`src/rtl/pin_toggle_sequencer.sv`:
```
// Command-driven toggle sequencer for pin_controller: queues (pin, count, period)
// commands in a small FIFO and replays each as evenly spaced one-cycle toggle pulses.
module pin_toggle_sequencer #(
  parameter int NUM_PINS   = 64,
  parameter int IDX_W      = 6,
  parameter int CNT_W      = 8,
  parameter int PER_W      = 16,
  parameter int FIFO_DEPTH = 4
) (
  input  logic                         clk,
  input  logic                         rst,
  input  logic                         cmd_valid,
  output logic                         cmd_ready,
  input  logic [IDX_W-1:0]             cmd_pin,
  input  logic [CNT_W-1:0]             cmd_count,
  input  logic [PER_W-1:0]             cmd_period,
  input  logic                         abort,
  output logic [NUM_PINS-1:0]          toggle_mask,
  output logic                         toggle_enable,
  output logic                         busy,
  output logic                         done,
  output logic [$clog2(FIFO_DEPTH):0]  fifo_level
);

  localparam int PTR_W = $clog2(FIFO_DEPTH);
  localparam int LVL_W = PTR_W + 1;

  typedef enum logic [1:0] {
    ST_IDLE  = 2'd0,
    ST_PULSE = 2'd1,
    ST_WAIT  = 2'd2,
    ST_DONE  = 2'd3
  } state_t;

  function automatic logic [NUM_PINS-1:0] onehot(input logic [IDX_W-1:0] idx);
    onehot = {{(NUM_PINS-1){1'b0}}, 1'b1} << idx;
  endfunction

  logic [IDX_W-1:0] pin_mem_r [FIFO_DEPTH];
  logic [CNT_W-1:0] cnt_mem_r [FIFO_DEPTH];
  logic [PER_W-1:0] per_mem_r [FIFO_DEPTH];
  logic [PTR_W-1:0] wr_ptr_r;
  logic [PTR_W-1:0] rd_ptr_r;
  logic [LVL_W-1:0] level_r;

  state_t           state_r;
  logic [IDX_W-1:0] pin_r;
  logic [CNT_W-1:0] rem_r;
  logic [PER_W-1:0] per_r;
  logic [PER_W-1:0] timer_r;

  logic             push_s;
  logic             pop_s;
  logic [IDX_W-1:0] head_pin_s;
  logic [CNT_W-1:0] head_cnt_s;
  logic [PER_W-1:0] head_per_s;

  // Abort blocks acceptance in the same cycle, so a push never races the flush.
  assign cmd_ready  = !rst && !abort && (level_r < LVL_W'(FIFO_DEPTH));
  assign push_s     = cmd_valid && cmd_ready;
  assign pop_s      = (state_r == ST_IDLE) && (level_r != {LVL_W{1'b0}}) && !abort;
  assign head_pin_s = pin_mem_r[rd_ptr_r];
  assign head_cnt_s = cnt_mem_r[rd_ptr_r];
  assign head_per_s = (per_mem_r[rd_ptr_r] == {PER_W{1'b0}}) ? PER_W'(1) : per_mem_r[rd_ptr_r];
  assign busy       = (state_r != ST_IDLE) || (level_r != {LVL_W{1'b0}});
  assign fifo_level = level_r;

  // Command storage; contents are don't-care until pushed, so no reset needed.
  always_ff @(posedge clk) begin
    if (push_s) begin
      pin_mem_r[wr_ptr_r] <= cmd_pin;
      cnt_mem_r[wr_ptr_r] <= cmd_count;
      per_mem_r[wr_ptr_r] <= cmd_period;
    end
  end

  // FIFO pointers and occupancy, flushed by abort.
  always_ff @(posedge clk or posedge rst) begin
    if (rst) begin
      wr_ptr_r <= {PTR_W{1'b0}};
      rd_ptr_r <= {PTR_W{1'b0}};
      level_r  <= {LVL_W{1'b0}};
    end else if (abort) begin
      wr_ptr_r <= {PTR_W{1'b0}};
      rd_ptr_r <= {PTR_W{1'b0}};
      level_r  <= {LVL_W{1'b0}};
    end else begin
      if (push_s) begin
        wr_ptr_r <= wr_ptr_r + PTR_W'(1);
      end
      if (pop_s) begin
        rd_ptr_r <= rd_ptr_r + PTR_W'(1);
      end
      case ({push_s, pop_s})
        2'b10:   level_r <= level_r + LVL_W'(1);
        2'b01:   level_r <= level_r - LVL_W'(1);
        default: level_r <= level_r;
      endcase
    end
  end

  // Sequencer FSM; outputs are registered alongside the state they belong to.
  always_ff @(posedge clk or posedge rst) begin
    if (rst) begin
      state_r       <= ST_IDLE;
      pin_r         <= {IDX_W{1'b0}};
      rem_r         <= {CNT_W{1'b0}};
      per_r         <= {PER_W{1'b0}};
      timer_r       <= {PER_W{1'b0}};
      toggle_enable <= 1'b0;
      toggle_mask   <= {NUM_PINS{1'b0}};
      done          <= 1'b0;
    end else begin
      toggle_enable <= 1'b0;
      toggle_mask   <= {NUM_PINS{1'b0}};
      done          <= 1'b0;
      if (abort) begin
        state_r <= ST_IDLE;
        rem_r   <= {CNT_W{1'b0}};
        timer_r <= {PER_W{1'b0}};
      end else begin
        case (state_r)
          ST_IDLE: begin
            if (pop_s) begin
              pin_r <= head_pin_s;
              rem_r <= head_cnt_s;
              per_r <= head_per_s;
              if (head_cnt_s != {CNT_W{1'b0}}) begin
                state_r       <= ST_PULSE;
                toggle_enable <= 1'b1;
                toggle_mask   <= onehot(head_pin_s);
              end else begin
                state_r <= ST_DONE;
                done    <= 1'b1;
              end
            end else begin
              state_r <= ST_IDLE;
            end
          end
          ST_PULSE: begin
            rem_r <= rem_r - CNT_W'(1);
            if (rem_r == CNT_W'(1)) begin
              state_r <= ST_DONE;
              done    <= 1'b1;
            end else if (per_r == PER_W'(1)) begin
              state_r       <= ST_PULSE;
              toggle_enable <= 1'b1;
              toggle_mask   <= onehot(pin_r);
            end else begin
              // WAIT spans per-1 cycles so pulse starts land exactly per apart.
              state_r <= ST_WAIT;
              timer_r <= per_r - PER_W'(2);
            end
          end
          ST_WAIT: begin
            if (timer_r == {PER_W{1'b0}}) begin
              state_r       <= ST_PULSE;
              toggle_enable <= 1'b1;
              toggle_mask   <= onehot(pin_r);
            end else begin
              timer_r <= timer_r - PER_W'(1);
            end
          end
          ST_DONE: begin
            state_r <= ST_IDLE;
          end
          default: begin
            state_r <= ST_IDLE;
          end
        endcase
      end
    end
  end

endmodule

```
`config.mk`:
```
export PLATFORM = sky130hd
export DESIGN_NAME = pin_toggle_sequencer
export DESIGN_NICKNAME = d
export VERILOG_FILES = /design/src/rtl/pin_toggle_sequencer.sv
export SDC_FILE = /design/constraint.sdc
export NUM_CORES = 1
export LEC_CHECK = 0
export ABC_AREA = 1
export BUFFER_PORTS_ARGS = -buffer_cell sky130_fd_sc_hd__buf_2
export CELL_PAD_IN_SITES_DETAIL_PLACEMENT = 1
export CELL_PAD_IN_SITES_GLOBAL_PLACEMENT = 2
export CORE_MARGIN = 2
export CORE_UTILIZATION = 40
export DETAILED_ROUTE_END_ITERATION = 8
export PLACE_DENSITY_LB_ADDON = 0.1
export SLEW_MARGIN = 20
export SYNTH_ARGS = -nofsm -noshare
export SYNTH_HDL_FRONTEND = slang
export SYNTH_SLANG_ARGS = --single-unit
```
`constraint.sdc`:
```
create_clock -name clk -period 10.1 [get_ports clk]
set_clock_uncertainty 0.15 [all_clocks]
set_input_delay 0 -clock clk [delete_from_list [all_inputs] [get_ports clk]]
set_output_delay 0 -clock clk [all_outputs]
set_load 0.1 [all_outputs]
```
* Word level (Yosys, flattened, before mapping)
Memory sizes are Yosys's and may differ from the RTL's.
Index checks and enable logic that the tools add are counted.
Widths: inputs -> output; s select.
** Operators by class
- Bitwise logic cells :: 1
- Shift operators :: 2
- $add $sub $neg :: 7
- Magnitude comparators :: 1
- Muxes and demuxes :: 43
- Reduce and logical (&&, ||, !) cells :: 22
- Equal/unequal tests :: 12
** Operator list (number)
- $mux 64 :: 6
- $pmux 64 s3 :: 1
- $shl 1x6->64 const A :: 2
- $mux 16 :: 5
- $logic_not 16->1 :: 2
- $pmux 16 s2 :: 1
- $mux 2 :: 10
- $eq 16x1->1 const B :: 1
- $mux 8 :: 2
- $pmux 8 s2 :: 1
- $sub 16x1->16 const B :: 1
- $sub 16x2->16 const B :: 1
- $ne 3x3->1 const B :: 5
- $mux 1 :: 12
- $reduce_bool 3->1 :: 4
- $eq 8x1->1 const B :: 1
- $pmux 2 s4 :: 1
- $reduce_bool 8->1 :: 1
- $sub 8x1->8 const B :: 1
- $eq 2x2->1 const B :: 3
- $pmux 3 s2 :: 1
- $reduce_bool 2->1 :: 3
- $logic_and 1x1->1 :: 5
- $add 2x1->2 const B :: 2
- other kinds (14) :: 16
** Word-level totals
- Bits in writable memories :: 120
- Bits of input ports :: 34
- Register bits after elaboration :: 121
- Output and inout port bits :: 71
- Logic and storage cells :: 102
- Memories kept :: 3
** Memories
- per_mem_r :: depth 4, width 16, read ports 1, clocked after memory_dff 0, wr ports 1, RTL line 41 : logic [PER_W-1:0] per_mem_r [FIFO_DEPTH];
- cnt_mem_r :: depth 4, width 8, read ports 1, clocked after memory_dff 0, wr ports 1, RTL line 40 : logic [CNT_W-1:0] cnt_mem_r [FIFO_DEPTH];
- pin_mem_r :: depth 4, width 6, read ports 1, clocked after memory_dff 0, wr ports 1, RTL line 39 : logic [IDX_W-1:0] pin_mem_r [FIFO_DEPTH];

* Logic depth before layout (Yosys ltp)
Gate-level depths: netlist (run 1).
- Depth in word-level cells :: 7
- Gate-level depth with buffers :: 13

* Least setup slack after synthesis (run 1)
Ideal clock, no wire load.
- Path type :: reg-to-reg
- Start point :: register level_r[2] (netlist: fifo_level[2])
- End point :: memory cnt_mem_r[0][0], enable pin
- Clock period less this slack :: 5489 ps
- Stages on the path, launching flop included :: 4
- Arrival :: 4922 ps
- Path buffers :: 0
- Setup slack :: 4611 ps
- Required time :: 9533 ps
- Library setup time :: 417 ps
- Path through :: dfrtp_1 > nor3_1 > nand2_1 > nor2_1
** Between the ends
- Longest elaborated chain between the ends :: 5
** RTL lines
- start, declared :: RTL line 44 : logic [LVL_W-1:0] level_r;
- start signal, assigned :: RTL line 82 : level_r <= {LVL_W{1'b0}};
- start signal, assigned :: RTL line 86 : level_r <= {LVL_W{1'b0}};
- start signal, assigned :: RTL line 95 : 2'b10: level_r <= level_r + LVL_W'(1);
- $lt 3x3->1 :: RTL line 59 : assign cmd_ready = !rst && !abort && (level_r < LVL_W'(FIFO_DEPTH));
- $logic_and 1x1->1 :: RTL line 59
- via cmd_ready :: RTL line 13 : output logic cmd_ready,
- $logic_and 1x1->1 :: RTL line 60 : assign push_s = cmd_valid && cmd_ready;
- $mux 1 :: RTL line 70 : if (push_s) begin
- $mux 1 (not written as such) :: RTL line 72 : cnt_mem_r[wr_ptr_r] <= cmd_count;
- end, declared :: RTL line 40
The timed path passes the listed nets, and every way through them passes these cells.

* Worst setup path in the final report (run 1)
- Start point :: register rd_ptr_r[0]
- End point :: register toggle_mask[11]
** Between the ends
- Longest elaborated chain between the ends :: 6
** RTL lines
- start, declared :: RTL line 43 : logic [PTR_W-1:0] rd_ptr_r;
- start signal, assigned :: RTL line 81 : rd_ptr_r <= {PTR_W{1'b0}};
- start signal, assigned :: RTL line 85 : rd_ptr_r <= {PTR_W{1'b0}};
- start signal, assigned :: RTL line 92 : rd_ptr_r <= rd_ptr_r + PTR_W'(1);
- $mem_v2 4x8 or $mem_v2 4x6 (tied branches)
- $reduce_bool 8->1 or $shl 1x6->64 (tied branches) :: RTL line 128, 36
- $mux 64 (*) :: RTL line 128 : if (head_cnt_s != {CNT_W{1'b0}}) begin
- $mux 64 (*) :: RTL line 124 : if (pop_s) begin
- $pmux 64 s3 (*) :: RTL line 122 : case (state_r)
- $mux 64 (*) :: RTL line 117 : if (abort) begin
- end signal, assigned :: RTL line 111 : toggle_mask <= {NUM_PINS{1'b0}};
- end signal, assigned :: RTL line 115 : toggle_mask <= {NUM_PINS{1'b0}};
- end signal, assigned :: RTL line 131 : toggle_mask <= onehot(head_pin_s);
- end, declared :: RTL line 18 : output logic [NUM_PINS-1:0] toggle_mask,
Mark *: on every way between the ends. The rest lies on a longest branch, timed or not.
A chain may end at the register's enable or synchronous reset.

==> flow_summary.yaml, run 1 <==
run_status:
  outcome: "complete, no violations"
job:
  drv_cap: 0
clock_network:
  h-tree-depth: 1
  cts.sink_count: 241
  clk_pin_slew_ns: 0.06
  cts-root-buf: "clkbuf_16"
  cts_max_path_buffers: 3
  tritoncts: "built"
  clock_latency_ns: 0.55
  cts_made_buffers: 27
  cts_setup_buffers: 0
min_path:
  hold_class: "input pin to flip-flop"
  whs_path_depth: 2
  holdCritStartpoint: "cmd_count[6]"
  min_to: "cnt_mem_r[3][6]$_DFFE_PP_"
synthesis:
  syn_inst: 1303
  synth_nets: 1346
  synthFlopType: "dfrtp_1"
  ys_warn_count: 0
  async_flop_share_pct: 50.2
  synth.distinct_cells: 40
  synth_xor_area_share_pct: 0.679
  synth_top_family_by_area: "simple AND/OR/NAND/NOR gates"
  synth_compound_area_share_pct: 6.01
  synth_fa_ha_area_share_pct: 1.03
  yosys.area_share.simple_pct: 28.7
  synth-edff-count: 120
  synth-seq-area-share_pct: 57.1
  avgSynthCellArea_sq_um: 8.92
  synth_seq_cells: 241
  synth.cell_area_sq_um: 11600
  yosys-mux-area-fraction_pct: 0
grt:
  grt_pass1_wl_microns: 52900
  grt.total_usage_pct: 21.9
  first_global_vias: 9508
  grt_overflow_total: 0
  grt_start_max_net_pins: 73
  antenna_found_initial: 0
detailed_routing:
  wl_per_cell_microns: 18.0
  remaining_drc_errors: 0
  routed_wl_microns: 32800
  drtAntennaViolNets: 0
  vias: 9207
  drtIter0Drc: 569
  via_per_inst: 5.07
  drt-pass1-iter-count: 4
worst_setup_path:
  timing.rr.start: "rd_ptr_r[0]$_DFFE_PP0P_"
  rrSetupSlack_ns: 6.08
  end_kind: "flip-flop"
  max_stage_delay_ns: 0.81
  cp_data_required_time_ns: 10.42
  crit_fanout: 66
  cpMostUsedCell: "nor2_1"
  cpLargestDelayFamily: "simple AND/OR/NAND/NOR gates"
  start_kind: "flip-flop"
  worstSetupStartpoint: "rd_ptr_r[0]$_DFFE_PP0P_"
  r2r_end: "toggle_mask[11]$_DFF_PP0_"
  critPathSlowestCell: "inv_2"
  cp.buffers_inverters: 1
  worstRegToRegCells: 11
  path_cells: "inv_2, nand2_1, nand3_1, nand2_1, nand2_1, nor2_1, nand2_2, nand3_2, nor2_1, nor2_1, nor2_1"
  worstPathArrival_ns: 4.34
  crit_type: "flip-flop to flip-flop"
floorplanning:
  die-area_sq_um: 30400
  start_util_pct: 40.6
  ioPinCount: 105
  die_width_microns: 174
  die_h_microns: 174
  core_sq_um: 28600
  rows: 62
pwr:
  p_per_area_nw_per_um2: 265
  p_comb_share_pct: 33.7
  seqPwrFrac_pct: 35.8
  power_leakage_nw: 5.81
  p_sw_mw: 1.47
  p_sw_share_pct: 40.5
  p_total_mw: 3.63
  p_clk_share_pct: 30.5
  intPower_mw: 2.16
  ir_worst_vdd_uv: 151
timing:
  fin_hold_ws_ns: 0.0505
  period_share_pct: 39.8
  maxSlewViolCount: 0
  finalSetupViolations: 0
  rsz0062_at_grt: "false"
  worst_slew_pin_slew_ns: 0.958
  period_needed_ns: 4.02
  fmax_mhz: 249
  finalHoldViolCount: 0
  fin_setup_tns_ns: 0
  relSlewSlack_pct: 36.0
place:
  dp_hpwl_microns: 21400
  gp_congestion: 0.774
  io_buffers: 104
layout:
  area_growth_pct: 17.6
  fillers: 3353
  n_antenna_cell: 0
  finalNetCount: 1455
  final_layout_size_suffix_gt1_share_pct: 14.9
[cell usage after synthesis, drive strengths merged (2+ instances only)]
cell    number  area [sq um]
nand3b       9          92.6
and3         2          12.5
nor2       250          1020
ha           8           100
o21ai       78           390
buf         36           274
xor2         8          70.1
edfxtp     120          3600
nand3      126           671
nor3        11          55.1
nand2      298          1170
o31ai        2          15.0
dfrtp      121          3030
o22ai        3          18.8
clkbuf      29           109
a21oi       46           238
nand4       48           300
inv         99           372
[worst max path at each step]
stage | endpoint | slack, ns | cells after the start
detailed placement | toggle_mask[23]$_DFF_PP0_ | 5.77 | 11
floorplan | cnt_mem_r[0][0]$_DFFE_PP_ | 4.61 | 3
finish | toggle_mask[11]$_DFF_PP0_ | 6.08 | 11
CTS | toggle_mask[23]$_DFF_PP0_ | 5.75 | 11
global placement | toggle_mask[23]$_DFF_PP0_ | 5.91 | 11
global route | toggle_mask[24]$_DFF_PP0_ | 5.64 | 11
[logic make-up (layout without fill, tap and decap cells)]
group                      after synthesis  count (layout)
AOI/OAI and AO/OA                      134             134
buffers and inverters                  165             295
and+or+nand+nor                        745             745
xor gates and xnor gates                 9               9
adders and majority gates                9               9
DFF                                    241             241
[cell usage in the layout, fill, tap and decap left out, types with 2 or more instances in the layout]
cell type / synthesis / routed
nand2_1: 285 / 285
nor2_1: 232 / 228
edfxtp_1: 120 / 120
dfrtp_1: 121 / 120
nand3_1: 118 / 118
buf_2: 15 / 104
inv_1: 89 / 88
o21ai_0: 75 / 75
nand4_1: 48 / 48
a21oi_1: 44 / 44
dlygate4sd3_1: 0 / 33
clkbuf_16: 0 / 27
nor2_2: 12 / 16
nor3_1: 11 / 11
inv_2: 10 / 10
nand2_2: 9 / 9
xor2_1: 8 / 8
nand3_2: 8 / 8
ha_1: 8 / 8
buf_4: 8 / 8
nand3b_1: 7 / 7
bufinv_16: 0 / 7
clkinv_1: 1 / 6
nor2_4: 5 / 5
clkbuf_8: 0 / 5
nand2_4: 4 / 4
o22ai_1: 3 / 3
o21ai_1: 3 / 3
o31ai_1: 2 / 2
nand3b_4: 2 / 2
a21oi_2: 2 / 2
and3_1: 2 / 2
clkbuf_1: 29 / 2
clkinv_2: 0 / 2
[sequential cells by signal (all words and copies together) (netlist names), 3 cells and up]
register and cells:
cnt_mem_r 32, fifo_level 3, per_mem_r 64, per_r 16, pin_mem_r 24, pin_r 6
rem_r 8, timer_r 16, toggle_mask 64
[what timing repair did]
| item | 4_1_cts | 5_1_grt |
|---|---|---|
| gates resized for setup | 0 | 0 |
| endpoints found under the setup margin | 0 | 0 |
| hold buffers | 33 | 0 |
| endpoints found under the hold margin | 210 | 0 |
[power groups by stage]
stage	logic (mW)	clock network [mW]	registers (mW)
final	1.22	1.11	1.30
after global placement	1.20	0	1.31
after CTS	1.23	1.13	1.30
after detailed placement	1.22	0	1.31
after floorplan	0.925	0	1.29
after global routing	1.38	1.17	1.32
[metal layers]
metal	track usage, %	part of all wire (%)
met1	30.2	48
met2	36.9	47
met3	2.62	3.1
met4	4.97	2.1
met5	0	0
[metrics by stage]
stage	worst slack, ns	cells	utilization, %	cell area, sq um
after floorplan	4.61	1303	-	11600
final	6.08	1817	47.7	13700
after global routing	5.64	1817	47.7	13700
after detailed placement	5.77	1734	43.0	12300
after global placement	5.91	1734	43.0	12300
after CTS	5.75	1817	47.7	13700
[area by class of cell]
class                      count  area (sq um)  share of cell area, %
inverter                     100           378                   2.77
clock buffer                  34           752                   5.50
multi-input combinational    897          4240                   31.0
clock inverter                16           267                   1.95
sequential                   241          6640                   48.6
tap                          384           480                   3.52
timing repair buffer         145           911                   6.67
Note: power is estimated with default switching activity, not from simulation.
==> run 2, diff against run 1 <==
- CORE_UTILIZATION: 40 -> 37
- clock period: 10.1 -> 3.9 ns (I/O delays scaled with it)
==> flow_summary.yaml, run 2 (synthesis gave the netlist of run 1 again) <==
timing:
  worst_slew_pin_slew_ns: 0.913
  finalSetupViolations: 0
  finalHoldViolCount: 0
  period_share_pct: 76.4
  relSlewSlack_pct: 39.1
  maxSlewViolCount: 0
  period_needed_ns: 2.98
  fin_setup_tns_ns: 0
  fmax_mhz: 335
  rsz0062_at_grt: "false"
worst_setup_path:
  worstSetupStartpoint: "rd_ptr_r[0]$_DFFE_PP0P_"
  cp_data_required_time_ns: 4.20
  crit_fanout: 65
  end_kind: "flip-flop"
  crit_type: "flip-flop to flip-flop"
  start_kind: "flip-flop"
  rrSetupSlack_ns: 0.92
  critPathSlowestCell: "inv_2"
  endpoint: "toggle_mask[46]$_DFF_PP0_"
  path_cells: "buf_4, o21ai_0, nand2_1, nand2_2, inv_2, nand4_1, inv_1, nand3_1, a21oi_1"
  timing.rr.start: "rd_ptr_r[0]$_DFFE_PP0P_"
  max_stage_delay_ns: 0.56
  worstRegToRegCells: 9
  worstPathArrival_ns: 3.28
  r2r_end: "toggle_mask[46]$_DFF_PP0_"
detailed_routing:
  remaining_drc_errors: 0
  vias: 9226
  drt-pass1-iter-count: 5
  drtIter0Drc: 561
  via_per_inst: 5.01
  wl_per_cell_microns: 18.5
  routed_wl_microns: 34000
  drtAntennaViolNets: 0
pwr:
  intPower_mw: 5.43
  p_sw_mw: 3.88
  p_clk_share_pct: 28.9
  seqPwrFrac_pct: 34.7
  p_comb_share_pct: 36.4
  p_per_area_nw_per_um2: 679
  ir_worst_vdd_uv: 374
  power_leakage_nw: 5.84
  p_sw_share_pct: 41.6
clock_network:
  h-tree-depth: 1
  clk_pin_slew_ns: 0.06
  tritoncts: "built"
  hold_buffers: 33
  cts.repair.resized: 0
  cts-root-buf: "clkbuf_16"
  cts_max_path_buffers: 3
  cts.sink_count: 241
  cts_made_buffers: 28
  cts_setup_buffers: 0
  clock_latency_ns: 0.55
job:
  drv_cap: 0
place:
  dp_hpwl_microns: 22200
  dp.cells: 1757
  dpl_cell_area_sq_um: 12400
  io_buffers: 104
  gp_congestion: 0.797
grt:
  grt_pass1_wl_microns: 55700
  grt_overflow_total: 0
  grt_start_max_net_pins: 71
  grt.total_usage_pct: 21.3
  antenna_found_initial: 0
  first_global_vias: 9887
floorplanning:
  die_h_microns: 181
  ioPinCount: 105
  rows: 64
  die_width_microns: 181
  core_sq_um: 30700
  die-area_sq_um: 32800
  start_util_pct: 37.8
layout:
  stdcell_area_sq_um: 13700
  reg_top3: "per_mem_r x64, toggle_mask x64, cnt_mem_r x32"
  final_common_cell: "nand2_1"
  mostFrequentLayoutCells: "nand2_1 (285), nor2_1 (228), edfxtp_1 (120), dfrtp_1 (120), nand3_1 (118)"
  final_layout_size_suffix_gt1_share_pct: 15.8
  finalNetCount: 1467
  area_growth_pct: 18.0
  n_antenna_cell: 0
  finalNonFillerCells: 1841
min_path:
  hold_class: "input pin to flip-flop"
run_status:
  outcome: "complete, no violations"
-- run 2: worst max-delay path: cells and delay by family (launching register included) --
family          cells  cell delay [ns]
compound gates      2             0.39
simple gates        4             0.74
buf+inv             3             1.20
flops               1             0.36
-- run 2: stage by stage --
step	setup slack, ns	hold slack [ns]	utilization [%]	total power [mW]
final	0.919	0.0487	44.6	9.31
after global routing	0.653	0.0416	44.6	9.98
after CTS	0.940	0.0166	44.6	9.41
after detailed placement	0.939	0.0646	40.4	6.65
after global placement	0.955	0.0590	40.4	6.59
after floorplan	0.361	-0.0511	-	5.73
-- run 2: worst min path at each step --
stage / start / end / slack (ns) / cells past startpoint
after global routing: cmd_count[6] / cnt_mem_r[2][6]$_DFFE_PP_ / 0.04 / 2
final: cmd_period[3] / per_mem_r[0][3]$_DFFE_PP_ / 0.05 / 2
after CTS: cmd_count[5] / cnt_mem_r[0][5]$_DFFE_PP_ / 0.02 / 2
after floorplan: cmd_count[0] / cnt_mem_r[0][0]$_DFFE_PP_ / -0.05 / 0
after detailed placement: cmd_count[5] / cnt_mem_r[1][5]$_DFFE_PP_ / 0.06 / 1
after global placement: cmd_count[0] / cnt_mem_r[3][0]$_DFFE_PP_ / 0.06 / 1
-- run 2: final cells by class --
type                            instances  area [sq um]
Fill cell                            3647         17000
Sequential cell                       241          6630
Multi-Input combinational cell        897          4250
Timing Repair Buffer                  156          1010
Clock buffer                           32           747
Tap cell                              396           495
Inverter                              100           378
Clock inverter                         19           201
-- run 2: power by group through the flow --
stage	clock (mW)	sequential (mW)	combinational [mW]
final	2.69	3.23	3.39
after global routing	2.87	3.27	3.83
after CTS	2.76	3.23	3.41
after detailed placement	0	3.27	3.37
after global placement	0	3.27	3.33
after floorplan	0	3.34	2.40
-- run 2: routing by layer --
| layer | vias to the layer above | global-route usage, % | wire (microns) |
|---|---|---|---|
| li1 | 4550 | - | - |
| met1 | 4497 | 29.8 | 16300 |
| met2 | 139 | 35.4 | 16000 |
| met3 | 40 | 2.98 | 1130 |
| met4 | 0 | 4.10 | 536 |
| met5 | - | 0 | 0 |
==> run 3, diff against run 2 <==
- ABC_AREA: 1 -> 0
- clock period: 3.9 -> 2.6 ns (I/O delays scaled with it)
==> flow_summary.yaml, run 3 <==
detailed_routing:
  drt-pass1-iter-count: 4
  routed_wl_microns: 32100
  drtIter0Drc: 549
  via_per_inst: 5.41
  remaining_drc_errors: 0
  wl_per_cell_microns: 21.5
  vias: 8068
  drtAntennaViolNets: 0
synthesis:
  yosys.area.top_type: "edfxtp_1"
  synthTopCellsByCount: "dfrtp_1 (121), edfxtp_1 (120), nand2_1 (79)"
  synth_seq_cells: 241
  yosysMostFrequentCell: "dfrtp_1"
  ys_top_cells_by_area: "edfxtp_1 (33%), dfrtp_1 (27%), mux4_2 (5.9%)"
  avgSynthCellArea_sq_um: 12.5
  synth.cell_area_sq_um: 11000
  synth_nets: 925
  ys_warn_count: 0
  async_flop_share_pct: 50.2
  synth_top_area_share_pct: 32.6
  synth.distinct_cells: 71
  syn_inst: 882
  synth-edff-count: 120
  synth-seq-area-share_pct: 60.1
  synthFlopType: "dfrtp_1"
pwr:
  p_total_mw: 14.7
  p_clk_share_pct: 24.9
  p_per_area_nw_per_um2: 1050
  p_comb_share_pct: 41.7
  p_sw_mw: 5.71
  power_leakage_nw: 5.43
  intPower_mw: 9.03
  p_sw_share_pct: 38.7
  ir_worst_vdd_uv: 724
  seqPwrFrac_pct: 33.4
worst_setup_path:
  cp_data_required_time_ns: 2.87
  start_kind: "flip-flop"
  end_kind: "flip-flop"
  r2r_end: "toggle_mask[43]$_DFF_PP0_"
  timing.rr.start: "rd_ptr_r[0]$_DFFE_PP0P_"
  crit_fanout: 8
  worstSetupStartpoint: "rd_ptr_r[0]$_DFFE_PP0P_"
  crit_type: "flip-flop to flip-flop"
  endpoint: "toggle_mask[43]$_DFF_PP0_"
  rrSetupSlack_ns: -0.04
  worstRegToRegCells: 7
  worstPathArrival_ns: 2.91
grt:
  grt_pass1_wl_microns: 50200
  grt_start_max_net_pins: 73
  grt.total_usage_pct: 20.8
  antenna_found_initial: 0
  grt_overflow_total: 0
  first_global_vias: 8485
floorplanning:
  die_width_microns: 177
  rows: 63
  die-area_sq_um: 31200
  start_util_pct: 37.4
  core_sq_um: 29500
  ioPinCount: 105
  die_h_microns: 177
min_path:
  hold_class: "input pin to flip-flop"
timing:
  period_share_pct: 101
  fin_hold_ws_ns: 0.0423
  layout_setup_ws_ns: -0.0370
  rsz0062_at_grt: "true"
  relSlewSlack_pct: 28.5
  fin_setup_tns_ns: -0.267
  fmax_mhz: 379
  maxSlewViolCount: 0
  finalHoldViolCount: 0
  finalSetupViolations: 18
  worst_slew_pin_slew_ns: 1.07
  period_needed_ns: 2.64
place:
  dp_hpwl_microns: 21600
  place_ws_ns: -0.0675
  io_buffers: 104
  dp.cells: 1402
  dpl_cell_area_sq_um: 12500
  gp_congestion: 0.791
layout:
  finalNetCount: 1124
  mostFrequentLayoutCells: "edfxtp_1 (120), dfrtp_1 (117), buf_2 (104)"
  utilization_pct: 47.7
  fillers: 3108
  finalNonFillerCells: 1490
  area_growth_pct: 27.5
  n_antenna_cell: 0
  final_common_cell: "edfxtp_1"
  final_layout_size_suffix_gt1_share_pct: 32.2
  stdcell_area_sq_um: 14100
  reg_top3: "per_mem_r x64, toggle_mask x64, cnt_mem_r x32"
clock_network:
  cts_made_buffers: 28
  cts_max_path_buffers: 3
  cts.sink_count: 241
  h-tree-depth: 1
  clk_pin_slew_ns: 0.06
  clock_latency_ns: 0.56
  tritoncts: "built"
  cts-root-buf: "clkbuf_16"
job:
  drv_cap: 0
run_status:
  outcome: "finished, violations left"
  violations: "setup timing"
==> run 3: logic make-up (layout without fill, tap and decap cells) <==
group / count (synthesis) / in the layout / share of synthesized area (%)
simple gates: 285 / 285 / 13.4
flops: 241 / 241 / 60.1
compound gates: 198 / 198 / 12.2
buf+inv: 82 / 300 / 3.67
mux: 54 / 54 / 8.55
xor+xnor: 13 / 13 / 1.03
fa+ha+maj: 9 / 9 / 1.09
==> run 3: layout make-up <==
type	instances	area (sq um)	share of cell area, %
clock buffers	34	733	5.21
clock inverters	15	124	0.880
inverters	17	67.6	0.480
multi-input cells	559	4290	30.5
flip-flops and latches	241	6640	47.1
well taps	390	488	3.47
repair buffers	234	1740	12.3
==> run 3: power groups by stage <==
stage	clock (mW)	sequential (mW)	combinational (mW)
final	3.67	4.92	6.16
after global routing	3.92	5.00	6.68
after CTS	3.78	4.91	5.84
after detailed placement	0	4.98	5.70
after global placement	0	4.97	5.69
after floorplan	0	5.08	3.52
==> run 3: what timing repair did <==
action / in CTS / in global routing
resized for setup: 15 / 39
cloned: 0 / 1
setup endpoints to repair: 35 / 74
hold buffers: 34 / 0
pin swaps: 0 / 14
endpoints found under the hold margin: 264 / 0
buffers inserted: 0 / 4
==> run 3: metal layers <==
metal	GRT usage, %	vias up	routed length, microns
li1	-	3737	-
met1	29.5	4122	14800
met2	33.8	168	15400
met3	3.01	41	1280
met4	4.92	0	612
met5	0	-	0
==> run 3: worst min path at each step <==
stage,slack [ns],startpoint,cells past startpoint,endpoint
2_1_floorplan,-0.05,cmd_count[0],0,cnt_mem_r[0][0]$_DFFE_PP_
3_3_place_gp,-0.07,rst,2,per_r[5]$_DFFE_PP0P_
3_5_place_dp,-0.07,rst,2,per_r[5]$_DFFE_PP0P_
4_1_cts,0.01,cmd_count[7],2,cnt_mem_r[1][7]$_DFFE_PP_
5_1_grt,0.04,cmd_count[5],2,cnt_mem_r[2][5]$_DFFE_PP_
6_report,0.04,cmd_pin[0],2,pin_mem_r[0][0]$_DFFE_PP_
==> run 3: worst max-delay path: stages, from the launching register on <==
cell and delay (ns):
dfrtp_2 0.42, buf_12 0.14, mux4_2 0.52, or4_4 0.57, o21ai_4 0.24, buf_6 0.20, buf_12 0.15, o32ai_4 0.09
